File: config.mk
export PLATFORM = sky130hd
export DESIGN_NAME = trap_ctrl
export DESIGN_NICKNAME = d
export VERILOG_FILES = /design/src/rtl/trap_ctrl.sv
export SDC_FILE = /design/constraint.sdc
export NUM_CORES = 1
export LEC_CHECK = 0
export ABC_AREA = 1
export ABC_CLOCK_PERIOD_IN_PS = 1600
export BUFFER_PORTS_ARGS = -buffer_cell sky130_fd_sc_hd__buf_2
export CAP_MARGIN = 25
export CORE_AREA = 2 2 112 114
export DETAILED_ROUTE_END_ITERATION = 10
export DIE_AREA = 0 0 114 116
export GPL_TIMING_DRIVEN = 0
export PLACE_DENSITY = 0.7
export SLEW_MARGIN = 20
export SYNTH_ARGS = -nofsm -noshare
export SYNTH_HDL_FRONTEND = slang
export SYNTH_SLANG_ARGS = --single-unit
export TNS_END_PERCENT = 100
File: constraint.sdc
create_clock -name clk_i -period 1.6 [get_ports clk_i]
set_input_delay 0.16 -clock clk_i [delete_from_list [all_inputs] [get_ports clk_i]]
set_output_delay 0.16 -clock clk_i [all_outputs]
set_load 0.02 [all_outputs]
File: src/rtl/trap_ctrl.sv
// trap_ctrl: machine-mode trap controller that arbitrates mem-stage exceptions and interrupts, drains the
// pipeline and redirects the PC. Defining TRAP_VECTORED_EN enables vectored interrupt targets.
module trap_ctrl #(
  parameter int DATA_WIDTH    = 32,
  parameter int NUM_LOCAL_IRQ = 4
) (
  input  logic                     clk_i,
  input  logic                     rst_i,
  input  logic [DATA_WIDTH-1:0]    exception_i,
  input  logic [DATA_WIDTH-1:0]    pc_i,
  input  logic [DATA_WIDTH-1:0]    badaddr_i,
  input  logic                     mstatus_ie_i,
  input  logic                     mie_external_i,
  input  logic                     mie_timer_i,
  input  logic                     mie_sw_i,
  input  logic                     mip_external_i,
  input  logic                     mip_timer_i,
  input  logic                     mip_sw_i,
  input  logic [NUM_LOCAL_IRQ-1:0] mie_local_i,
  input  logic [NUM_LOCAL_IRQ-1:0] mip_local_i,
  input  logic [DATA_WIDTH-1:0]    mtvec_i,
  input  logic [DATA_WIDTH-1:0]    epc_i,
  input  logic                     flush_ack_i,
  output logic                     flush_req_o,
  output logic                     interrupt_type_o,
  output logic [4:0]               trap_cause_o,
  output logic                     cause_we_o,
  output logic                     epc_we_o,
  output logic                     mtval_we_o,
  output logic [DATA_WIDTH-1:0]    epc_o,
  output logic [DATA_WIDTH-1:0]    mtval_o,
  output logic                     mstatus_ie_clear_o,
  output logic                     mstatus_ie_set_o,
  output logic                     interrupt_en_o,
  output logic [DATA_WIDTH-1:0]    new_pc_o
);

  typedef enum logic [2:0] {
    ST_RESET       = 3'd0,
    ST_OPERATING   = 3'd1,
    ST_FLUSH_WAIT  = 3'd2,
    ST_TRAP_TAKEN  = 3'd3,
    ST_TRAP_RETURN = 3'd4
  } state_e;

  state_e                  state_q, state_d;
  logic [4:0]              trap_cause_q, trap_cause_d;
  logic                    interrupt_type_q, interrupt_type_d;
  logic [DATA_WIDTH-1:0]   epc_q, epc_d;
  logic [DATA_WIDTH-1:0]   mtval_q, mtval_d;

  logic                     exc_pending_s;
  logic                     exc_has_tval_s;
  logic [4:0]               exc_cause_s;
  logic                     irq_pending_s;
  logic [4:0]               irq_cause_s;
  logic [NUM_LOCAL_IRQ-1:0] local_act_s;
  logic [DATA_WIDTH-1:0]    base_s;
  logic [DATA_WIDTH-1:0]    target_s;
  logic                     unused_s;

  // Bits of exception_i above the defined strobes carry no meaning here.
  assign unused_s      = &{1'b0, exception_i[DATA_WIDTH-1:6], mtvec_i[1:0]};
  assign exc_pending_s = |exception_i[5:1];
  assign local_act_s   = mie_local_i & mip_local_i;
  assign irq_pending_s = mstatus_ie_i & ((mie_external_i & mip_external_i) |
                                         (mie_sw_i & mip_sw_i) |
                                         (mie_timer_i & mip_timer_i) |
                                         (|local_act_s));

  // Exception cause selection in fixed priority order
  always_comb begin
    exc_cause_s    = 5'd0;
    exc_has_tval_s = 1'b0;
    if (exception_i[3]) begin
      exc_cause_s    = 5'd2;
      exc_has_tval_s = 1'b1;
    end else if (exception_i[2]) begin
      exc_cause_s = 5'd3;
    end else if (exception_i[1]) begin
      exc_cause_s = 5'd11;
    end else if (exception_i[4]) begin
      exc_cause_s    = 5'd4;
      exc_has_tval_s = 1'b1;
    end else if (exception_i[5]) begin
      exc_cause_s    = 5'd6;
      exc_has_tval_s = 1'b1;
    end else begin
      exc_cause_s    = 5'd0;
      exc_has_tval_s = 1'b0;
    end
  end

  // Interrupt cause selection; local lines scanned downward so the lowest index wins
  always_comb begin
    irq_cause_s = 5'd0;
    if (mie_external_i & mip_external_i) begin
      irq_cause_s = 5'd11;
    end else if (mie_sw_i & mip_sw_i) begin
      irq_cause_s = 5'd3;
    end else if (mie_timer_i & mip_timer_i) begin
      irq_cause_s = 5'd7;
    end else begin
      for (int i = NUM_LOCAL_IRQ - 1; i >= 0; i--) begin
        if (local_act_s[i]) begin
          irq_cause_s = 5'(16 + i);
        end else begin
          irq_cause_s = irq_cause_s;
        end
      end
    end
  end

  // Handler address from the live mtvec and the latched trap
  always_comb begin
    base_s   = {mtvec_i[DATA_WIDTH-1:2], 2'b00};
    target_s = base_s;
`ifdef TRAP_VECTORED_EN
    if (interrupt_type_q && (mtvec_i[1:0] == 2'b01)) begin
      target_s = base_s + {{(DATA_WIDTH-7){1'b0}}, trap_cause_q, 2'b00};
    end else begin
      target_s = base_s;
    end
`endif
  end

  // Next-state logic, trap latching and CSR strobes
  always_comb begin
    state_d            = state_q;
    trap_cause_d       = trap_cause_q;
    interrupt_type_d   = interrupt_type_q;
    epc_d              = epc_q;
    mtval_d            = mtval_q;
    flush_req_o        = 1'b0;
    interrupt_en_o     = 1'b0;
    epc_we_o           = 1'b0;
    cause_we_o         = 1'b0;
    mtval_we_o         = 1'b0;
    mstatus_ie_clear_o = 1'b0;
    mstatus_ie_set_o   = 1'b0;
    new_pc_o           = {DATA_WIDTH{1'b0}};
    case (state_q)
      ST_RESET: state_d = ST_OPERATING;
      ST_OPERATING: begin
        if (exc_pending_s) begin
          trap_cause_d     = exc_cause_s;
          interrupt_type_d = 1'b0;
          epc_d            = pc_i;
          mtval_d          = exc_has_tval_s ? badaddr_i : {DATA_WIDTH{1'b0}};
          state_d          = ST_FLUSH_WAIT;
        end else if (irq_pending_s) begin
          trap_cause_d     = irq_cause_s;
          interrupt_type_d = 1'b1;
          epc_d            = pc_i;
          mtval_d          = {DATA_WIDTH{1'b0}};
          state_d          = ST_FLUSH_WAIT;
        end else if (exception_i[0]) begin
          state_d = ST_TRAP_RETURN;
        end else begin
          state_d = ST_OPERATING;
        end
      end
      ST_FLUSH_WAIT: begin
        flush_req_o = 1'b1;
        if (flush_ack_i) begin
          state_d = ST_TRAP_TAKEN;
        end else begin
          state_d = ST_FLUSH_WAIT;
        end
      end
      ST_TRAP_TAKEN: begin
        interrupt_en_o     = 1'b1;
        epc_we_o           = 1'b1;
        cause_we_o         = 1'b1;
        mstatus_ie_clear_o = 1'b1;
        mtval_we_o         = ~interrupt_type_q;
        new_pc_o           = target_s;
        state_d            = ST_OPERATING;
      end
      ST_TRAP_RETURN: begin
        interrupt_en_o   = 1'b1;
        mstatus_ie_set_o = 1'b1;
        new_pc_o         = epc_i;
        state_d          = ST_OPERATING;
      end
      default: state_d = ST_RESET;
    endcase
  end

  // State and latched-trap registers
  always_ff @(posedge clk_i) begin
    if (rst_i) begin
      state_q          <= ST_RESET;
      trap_cause_q     <= 5'd0;
      interrupt_type_q <= 1'b0;
      epc_q            <= {DATA_WIDTH{1'b0}};
      mtval_q          <= {DATA_WIDTH{1'b0}};
    end else begin
      state_q          <= state_d;
      trap_cause_q     <= trap_cause_d;
      interrupt_type_q <= interrupt_type_d;
      epc_q            <= epc_d;
      mtval_q          <= mtval_d;
    end
  end

  assign trap_cause_o     = trap_cause_q;
  assign interrupt_type_o = interrupt_type_q;
  assign epc_o            = epc_q;
  assign mtval_o          = mtval_q;

endmodule

==> results_tabular.tex, run 1 <==
\begin{tabular}{lr}
\hline
Metric & Value \\
\hline
\multicolumn{2}{l}{\textbf{Flow run}} \\
\quad Number of max-cap violations & 0 \\
\multicolumn{2}{l}{\textbf{Clocking}} \\
\quad Number of H-tree branching levels & 3 \\
\quad Register clock-pin slew on the reported worst setup and hold paths & 60 ps \\
\quad Total number of clock tree sinks & 73 \\
\quad Skew-Pair Late Insertion Delay & 330 ps \\
\quad Maximum count of clock buffers along a single path & 2 \\
\quad Clock tree from TritonCTS & yes \\
\quad Number of buffers added by the clock tree synthesis step & 9 \\
\quad Cell at the root of the clock tree & sky130\_fd\_sc\_hd\_\_clkbuf\_16 \\
\multicolumn{2}{l}{\textbf{Drt}} \\
\quad Number of design rule violations left after detail routing & 0 \\
\quad Detailed Routing Iterations Pass 1 & 4 \\
\quad Wirelength per Cell & 15.3 um \\
\quad Routed wire length & 14300 um \\
\quad Via count & 4398 \\
\quad Via density per instance & 4.70 \\
\quad Initial drt markers & 234 \\
\quad Number of nets still failing antenna checks after routing & 0 \\
\multicolumn{2}{l}{\textbf{STA}} \\
\quad Time the final worst path needs with I/O delays and setup & 1640 ps \\
\quad Rel. slew slack & 0.650 \\
\quad Setup-failing EPs final & 12 \\
\quad RSZ-0062 raised after global routing & true \\
\quad Top achievable clock speed & 0.611 GHz \\
\quad Worst hold slack after final layout & 94.9 ps \\
\quad Worst-margin pin slew & 525 ps \\
\quad Final Cycle Share & 1.02 \\
\quad Final Hold Violating Endpoints & 0 \\
\quad Final setup margin & -36.8 ps \\
\quad Final slew viol count & 0 \\
\quad Setup Skew & 6.73 ps \\
\multicolumn{2}{l}{\textbf{Layout}} \\
\quad Commonest cells after routing, fill and taps aside & sky130\_fd\_sc\_hd\_\_buf\_2 (229), sky130\_fd\_sc\_hd\_\_nand2\_1 (121), sky130\_fd\_sc\_hd\_\_a21oi\_1 (74), sky130\_fd\_sc\_hd\_\_nand3\_1 (72), sky130\_fd\_sc\_hd\_\_dfxtp\_1 (70) \\
\quad Commonest non-fill, non-tap cell in the layout & sky130\_fd\_sc\_hd\_\_buf\_2 \\
\quad Layout Area Growth over Synthesis & 65.0\% \\
\quad ANT cells & 0 \\
\quad Count of nets after finishing & 961 \\
\quad Post-layout util & 0.486 \\
\quad Fraction of layout cells with a size suffix above 1 & 0.428 \\
\multicolumn{2}{l}{\textbf{Yosys}} \\
\quad Post-synth design cell area & 3510 um2 \\
\quad Cells taking the most area after synthesis & sky130\_fd\_sc\_hd\_\_dfxtp\_1 (42\%), sky130\_fd\_sc\_hd\_\_nand2\_1 (13\%), sky130\_fd\_sc\_hd\_\_a21oi\_1 (11\%) \\
\quad Yosys top cell area share & 0.417 \\
\quad Post-Synthesis Cells & 499 \\
\quad Syn\_area\_per\_cell & 7.03 um2 \\
\quad Net count of the mapped netlist & 677 \\
\quad Number of warnings printed during yosys synthesis & 0 \\
\quad Largest area contributor in the synthesized netlist & sky130\_fd\_sc\_hd\_\_dfxtp\_1 \\
\quad Number of distinct library cells after synthesis & 21 \\
\quad Number of register bits inferred by synthesis & 73 \\
\quad Post-synthesis sequential area ratio & 0.417 \\
\multicolumn{2}{l}{\textbf{Setup path}} \\
\quad Setup crit start kind & register \\
\quad CP required & 1440 ps \\
\quad Cell count of the worst reg-to-reg path & 7 \\
\quad End of the worst register-to-register path & state\_q[2]\$\_SDFF\_PP0\_ \\
\quad Worst setup path class & reg2out \\
\quad Endpoint arrival time on the critical path & 1480 ps \\
\quad Flop2flop setup slack & 110 ps \\
\quad Launching point of the worst reg2reg path & state\_q[2]\$\_SDFF\_PP0\_ \\
\quad Crit Path Max Fanout & 10 \\
\quad Element type at the critical path end & output port \\
\multicolumn{2}{l}{\textbf{Place}} \\
\quad Number of port buffers & 257 \\
\quad Setup Slack @ Placement & -128 ps \\
\quad DPL Wire Length & 10600 um \\
\quad Gp weighted congestion & 0.816 \\
\multicolumn{2}{l}{\textbf{Hold path}} \\
\quad Worst min-delay path startpoint & pc\_i[12] \\
\quad Endpoint with the worst hold slack & epc\_o[12]\$\_SDFFE\_PP0P\_ \\
\quad Path category of the worst min-delay check & in2reg \\
\quad Instance count along the most critical hold path & 3 \\
\multicolumn{2}{l}{\textbf{Pwr}} \\
\quad Clock power frac & 0.336 \\
\quad Net switching power figure & 1.94 mW \\
\quad Net switching share of the total power & 0.327 \\
\quad Pwr/cell area & 1020 nW/um2 \\
\quad Static Leak & 2.99 nW \\
\quad Logic pwr share & 0.302 \\
\quad Pint & 3.98 mW \\
\quad Sequential group share of total power & 0.363 \\
\quad Max VDD drop & 0.588 mV \\
\multicolumn{2}{l}{\textbf{Global route}} \\
\quad Met2 Usage GRT & 0.351 \\
\quad Overall overflow remaining after global route & 0 \\
\quad Total routing usage reported by global routing & 0.200 \\
\quad Most used routing layer in global routing & met2 \\
\quad Vias in the first global route & 3950 \\
\quad Global Route met1 Usage & 0.219 \\
\quad Pin count of the biggest net entering global routing & 14 \\
\quad Antenna violations before repair & 0 \\
\quad Met3 usage & 0.0596 \\
\quad Wire length of the first global-routing pass & 20400 um \\
\multicolumn{2}{l}{\textbf{Floorplanning}} \\
\quad Die Wd & 114 um \\
\quad Area of the die & 13200 um2 \\
\quad Number of primary I/O pins & 287 \\
\quad Effective utilization at floorplan & 0.295 \\
\quad Std cell rows & 40 \\
\quad Placeable Area & 11900 um2 \\
\quad Die height & 116 um \\
\multicolumn{2}{l}{\textbf{Run status}} \\
\quad Outcome & finished with violations \\
\quad Violated checks & setup timing \\
\hline
\end{tabular}
## per-stage QoR
| step | total power [mW] | cell area (um2) | cells | setup TNS, ps |
|---|---|---|---|---|
| 2_1_floorplan | 3.19 | 3510 | 499 | 0 |
| 5_1_grt | 6.25 | 5790 | 935 | -1740 |
| 3_3_place_gp | 3.80 | 4980 | 903 | -3240 |
| 3_5_place_dp | 3.81 | 4980 | 903 | -4690 |
| 6_report | 5.92 | 5790 | 935 | -207 |
| 4_1_cts | 5.88 | 5530 | 929 | -1630 |
## critical path: stages (launching register included)
cell	delay, ps
sky130_fd_sc_hd__dfxtp_4	340
sky130_fd_sc_hd__inv_2	60
sky130_fd_sc_hd__nand2_4	50
sky130_fd_sc_hd__nor2_4	110
sky130_fd_sc_hd__buf_6	130
sky130_fd_sc_hd__buf_8	120
sky130_fd_sc_hd__a22o_1	170
sky130_fd_sc_hd__buf_6	140
## what timing repair did
action / 4_1_cts / 5_1_grt
hold buffers: 0 / 0
setup endpoints to repair: 93 / 76
gates resized for setup: 61 / 69
setup buffers: 7 / 5
pin swaps: 6 / 9
cloned: 3 / 2
## sequential cells by signal, summed over array words and instances (netlist names)
register / cells
epc_o: 32
mtval_o: 32
trap_cause_o: 5
state_q: 3
interrupt_type_o: 1
## power groups by stage
stage	clock network, mW	logic, mW	registers, mW
after detailed placement	0	1.64	2.17
final	1.99	1.79	2.15
after floorplan	0	0.760	2.43
after global routing	2.13	1.95	2.17
after CTS	2.03	1.71	2.14
after global placement	0	1.62	2.18
## final cells by class
cell class                      count  area, um2
Clock buffer                        9        225
Timing Repair Buffer              274       1660
Fill cell                        1208       6120
Clock inverter                      7       71.3
Sequential cell                    73       1470
Tap cell                          147        184
Buffer                             42        302
Multi-Input combinational cell    364       1790
Inverter                           19       86.3
## kinds of logic after synthesis
logic type,share of synthesized area
AO/OA/AOI/OAI,0.187
buffers and inverters,0.0863
flip-flops,0.417
AND/OR/NAND/NOR,0.310
## per-layer routing
metal / vias to the layer above / part of all wire
li1: 2240 / -
met1: 1956 / 0.39
met2: 175 / 0.49
met3: 27 / 0.076
met4: 0 / 0.043
met5: - / 0
## worst max path at each step
stage / from / to / slack (ps)
after detailed placement: state_q[0]$_SDFF_PP0_ / state_q[2]$_SDFF_PP0_ / -130
after global placement: state_q[1]$_SDFF_PP0_ / new_pc_o[20] / -140
after CTS: state_q[2]$_SDFF_PP0_ / new_pc_o[23] / -90
after floorplan: state_q[1]$_SDFF_PP0_ / new_pc_o[10] / 70
final: state_q[2]$_SDFF_PP0_ / new_pc_o[5] / -40
after global routing: state_q[2]$_SDFF_PP0_ / new_pc_o[25] / -90
## cells in the mapped netlist (all sizes together)
master    n
nand4     1
o21bai    1
dfxtp    73
buf      21
inv      19
nor2     54
o21ai     3
nand2   125
nor3      3
clkbuf   22
or2       1
nand3    72
a22o     30
a21oi    74
Power figures use the tool's default switching activity.
==> run 2, diff against run 1 <==
--- a/config.mk
+++ b/config.mk
@@ -9,11 +9,12 @@
 export ABC_CLOCK_PERIOD_IN_PS = 1600
 export BUFFER_PORTS_ARGS = -buffer_cell sky130_fd_sc_hd__buf_2
 export CAP_MARGIN = 25
-export CORE_AREA = 2 2 112 114
+export CORE_AREA = 2 2 110 112
 export DETAILED_ROUTE_END_ITERATION = 10
-export DIE_AREA = 0 0 114 116
+export DIE_AREA = 0 0 112 114
 export GPL_TIMING_DRIVEN = 0
-export PLACE_DENSITY = 0.7
+export PLACE_DENSITY = 0.72
+export SETUP_SLACK_MARGIN = 0.02
 export SLEW_MARGIN = 20
 export SYNTH_ARGS = -nofsm -noshare
 export SYNTH_HDL_FRONTEND = slang
==> constraint.sdc (replaced) <==
create_clock -name clk_i -period 1.6 [get_ports clk_i]
set_input_delay 0.16 -clock clk_i [delete_from_list [all_inputs] [get_ports clk_i]]
set_output_delay 0.16 -clock clk_i [all_outputs]
set_load 0.1 [all_outputs]
==> run 2 against run 1 <==
Net effect: the run still ends with setup timing left; highest routed layer unchanged; die area fell by 3.4%; first-iteration DRC count is 4.7% lower; sequential cell count unchanged; critical path depth did not move; register-to-register slack lost 50 ps; clock power is 11% higher; final cell count up 0.32%; setup slack got worse by 79 ps; largest power group is now combinational logic; clock skew is 0.54 ps lower; combinational power up 98%; sequential power about the same; clock-buffer cell count up 1.
==> results_tabular.tex, run 2 (synthesized netlist as in run 1, its figures left out) <==
\begin{tabular}{lr}
\hline
Metric & Value \\
\hline
\multicolumn{2}{l}{\textbf{Pwr}} \\
\quad Static Leak & 3.33 nW \\
\quad Max VDD drop & 0.820 mV \\
\quad Sum of internal, switching and leakage power & 7.91 mW \\
\quad Pwr/cell area & 1200 nW/um2 \\
\multicolumn{2}{l}{\textbf{STA}} \\
\quad Top achievable clock speed & 0.583 GHz \\
\quad Final slew viol count & 0 \\
\quad Final setup margin & -116 ps \\
\quad Total Negative Setup Slacks & -3300 ps \\
\quad Worst hold slack after final layout & 92.7 ps \\
\quad Rel. slew slack & 0.662 \\
\quad Time the final worst path needs with I/O delays and setup & 1720 ps \\
\quad Final Hold Violating Endpoints & 0 \\
\quad Final Cycle Share & 1.07 \\
\quad RSZ-0062 raised after global routing & true \\
\quad Worst-margin pin slew & 507 ps \\
\quad Setup-failing EPs final & 33 \\
\quad Setup Skew & 6.19 ps \\
\multicolumn{2}{l}{\textbf{Layout}} \\
\quad Final Cell Area & 6590 um2 \\
\quad Count of nets after finishing & 964 \\
\quad Commonest cells after routing, fill and taps aside & sky130\_fd\_sc\_hd\_\_buf\_2 (221), sky130\_fd\_sc\_hd\_\_nand2\_1 (120), sky130\_fd\_sc\_hd\_\_a21oi\_1 (73), sky130\_fd\_sc\_hd\_\_nand3\_1 (72), sky130\_fd\_sc\_hd\_\_dfxtp\_1 (70) \\
\quad Fraction of layout cells with a size suffix above 1 & 0.472 \\
\quad Number of inserted filler cells in the final layout & 1076 \\
\quad Commonest non-fill, non-tap cell in the layout & sky130\_fd\_sc\_hd\_\_buf\_2 \\
\quad Layout Area Growth over Synthesis & 87.9\% \\
\quad ANT cells & 0 \\
\multicolumn{2}{l}{\textbf{Setup path}} \\
\quad Crit Path Max Fanout & 5 \\
\quad Crit path top cell by count & sky130\_fd\_sc\_hd\_\_buf\_12 \\
\quad Cell count of the worst reg-to-reg path & 8 \\
\quad Worst-path cell with the longest stage delay & sky130\_fd\_sc\_hd\_\_dfxtp\_4 \\
\quad End of the worst register-to-register path & epc\_o[23]\$\_SDFFE\_PP0P\_ \\
\quad CP required & 1440 ps \\
\quad Setup crit start kind & register \\
\quad Element type at the critical path end & output port \\
\quad Worst setup path class & reg2out \\
\quad Endpoint arrival time on the critical path & 1560 ps \\
\quad Max incr delay on CP & 370 ps \\
\quad Launching point of the worst reg2reg path & state\_q[2]\$\_SDFF\_PP0\_ \\
\quad Flop2flop setup slack & 60 ps \\
\quad CP Cell Sequence & inv\_2 > nand2\_4 > nor2\_4 > buf\_12 > buf\_8 > a22o\_4 > buf\_12 \\
\multicolumn{2}{l}{\textbf{Run status}} \\
\quad Outcome & finished with violations \\
\quad Violated checks & setup timing \\
\multicolumn{2}{l}{\textbf{Hold path}} \\
\quad Instance count along the most critical hold path & 3 \\
\quad Path category of the worst min-delay check & in2reg \\
\quad Worst min-delay path startpoint & pc\_i[14] \\
\quad Endpoint with the worst hold slack & epc\_o[14]\$\_SDFFE\_PP0P\_ \\
\multicolumn{2}{l}{\textbf{Place}} \\
\quad DPL Wire Length & 10400 um \\
\quad Number of port buffers & 257 \\
\quad Post-placement cell area & 5130 um2 \\
\quad Gp weighted congestion & 0.825 \\
\multicolumn{2}{l}{\textbf{Global route}} \\
\quad Pin count of the biggest net entering global routing & 14 \\
\quad Vias in the first global route & 4256 \\
\quad Wire length of the first global-routing pass & 22100 um \\
\quad Antenna violations before repair & 0 \\
\quad Total routing usage reported by global routing & 0.218 \\
\quad Overall overflow remaining after global route & 0 \\
\multicolumn{2}{l}{\textbf{Drt}} \\
\quad Number of design rule violations left after detail routing & 0 \\
\quad Via density per instance & 4.81 \\
\quad Wirelength per Cell & 16.5 um \\
\quad Via count & 4516 \\
\quad Routed wire length & 15500 um \\
\quad Initial drt markers & 223 \\
\quad Detailed Routing Iterations Pass 1 & 4 \\
\quad Number of nets still failing antenna checks after routing & 0 \\
\multicolumn{2}{l}{\textbf{Clocking}} \\
\quad Number of H-tree branching levels & 3 \\
\quad Maximum count of clock buffers along a single path & 2 \\
\quad Skew-Pair Late Insertion Delay & 330 ps \\
\quad Post-cts hold buffer count & 0 \\
\quad Clock tree from TritonCTS & yes \\
\quad Register clock-pin slew on the reported worst setup and hold paths & 60 ps \\
\quad Number of buffers added by the clock tree synthesis step & 9 \\
\quad Total number of clock tree sinks & 73 \\
\quad Cell at the root of the clock tree & sky130\_fd\_sc\_hd\_\_clkbuf\_16 \\
\multicolumn{2}{l}{\textbf{Floorplanning}} \\
\quad Die Wd & 112 um \\
\quad Effective utilization at floorplan & 0.300 \\
\quad Std cell rows & 40 \\
\quad Die height & 114 um \\
\quad Area of the die & 12800 um2 \\
\quad Placeable Area & 11700 um2 \\
\quad Number of primary I/O pins & 287 \\
\multicolumn{2}{l}{\textbf{Flow run}} \\
\quad Number of max-cap violations & 0 \\
\hline
\end{tabular}
run 2: per-stage QoR:
stage               cells  setup slack, ps  utilization
floorplan             499             -394            -
global placement      903             -486        0.438
detailed placement    903             -511        0.438
CTS                   929             -134        0.534
global route          938             -162        0.563
finish                938             -116        0.563
run 2: area by class of cell:
class,instances,area (um2),area share
Multi-Input combinational cell,365,2080,0.316
Tap cell,147,184,0.0279
Buffer,43,375,0.0569
Sequential cell,73,1470,0.223
Timing Repair Buffer,275,2060,0.313
Clock inverter,6,91.3,0.0139
Inverter,19,86.3,0.0131
Clock buffer,10,239,0.0362
run 2: worst max path at each step:
stage                          start           end  slack (ps)  cells after the start
6_report       state_q[2]$_SDFF_PP0_  new_pc_o[22]        -120                      7
5_1_grt        state_q[2]$_SDFF_PP0_  new_pc_o[22]        -160                      7
4_1_cts        state_q[2]$_SDFF_PP0_  new_pc_o[18]        -130                      6
3_5_place_dp   state_q[1]$_SDFF_PP0_  new_pc_o[24]        -510                      5
3_3_place_gp   state_q[1]$_SDFF_PP0_  new_pc_o[28]        -490                      5
2_1_floorplan  state_q[1]$_SDFF_PP0_   new_pc_o[0]        -390                      3
run 2: power breakdown:
part           internal [mW]  total (mW)  leakage (nW)  switching (mW)
clock network           1.41        2.21         0.163           0.800
logic                  0.948        3.55          2.56            2.60
registers               2.03        2.15         0.601           0.115
run 2: timing repair:
| item | 4_1_cts | 5_1_grt |
|---|---|---|
| setup buffers | 8 | 5 |
| pin swaps | 3 | 6 |
| gates resized for setup | 187 | 54 |
| setup endpoints to repair | 100 | 97 |
| cloned | 2 | 4 |
run 2: worst max-delay path, delay by kind of cell (launching register included):
family	cells	cell delay (ps)
buffers and inverters	4	480
flip-flops	1	370
AO/OA/AOI/OAI	1	260
AND/OR/NAND/NOR	2	110
run 2: layer usage:
metal | global-route usage | routed length [um] | vias up | share of wire
met5 | 0 | 0 | - | 0
met3 | 0.0728 | 1210 | 28 | 0.078
met1 | 0.245 | 5650 | 2055 | 0.36
li1 | - | - | 2254 | -
met4 | 0.0553 | 431 | 0 | 0.028
met2 | 0.401 | 8190 | 179 | 0.53
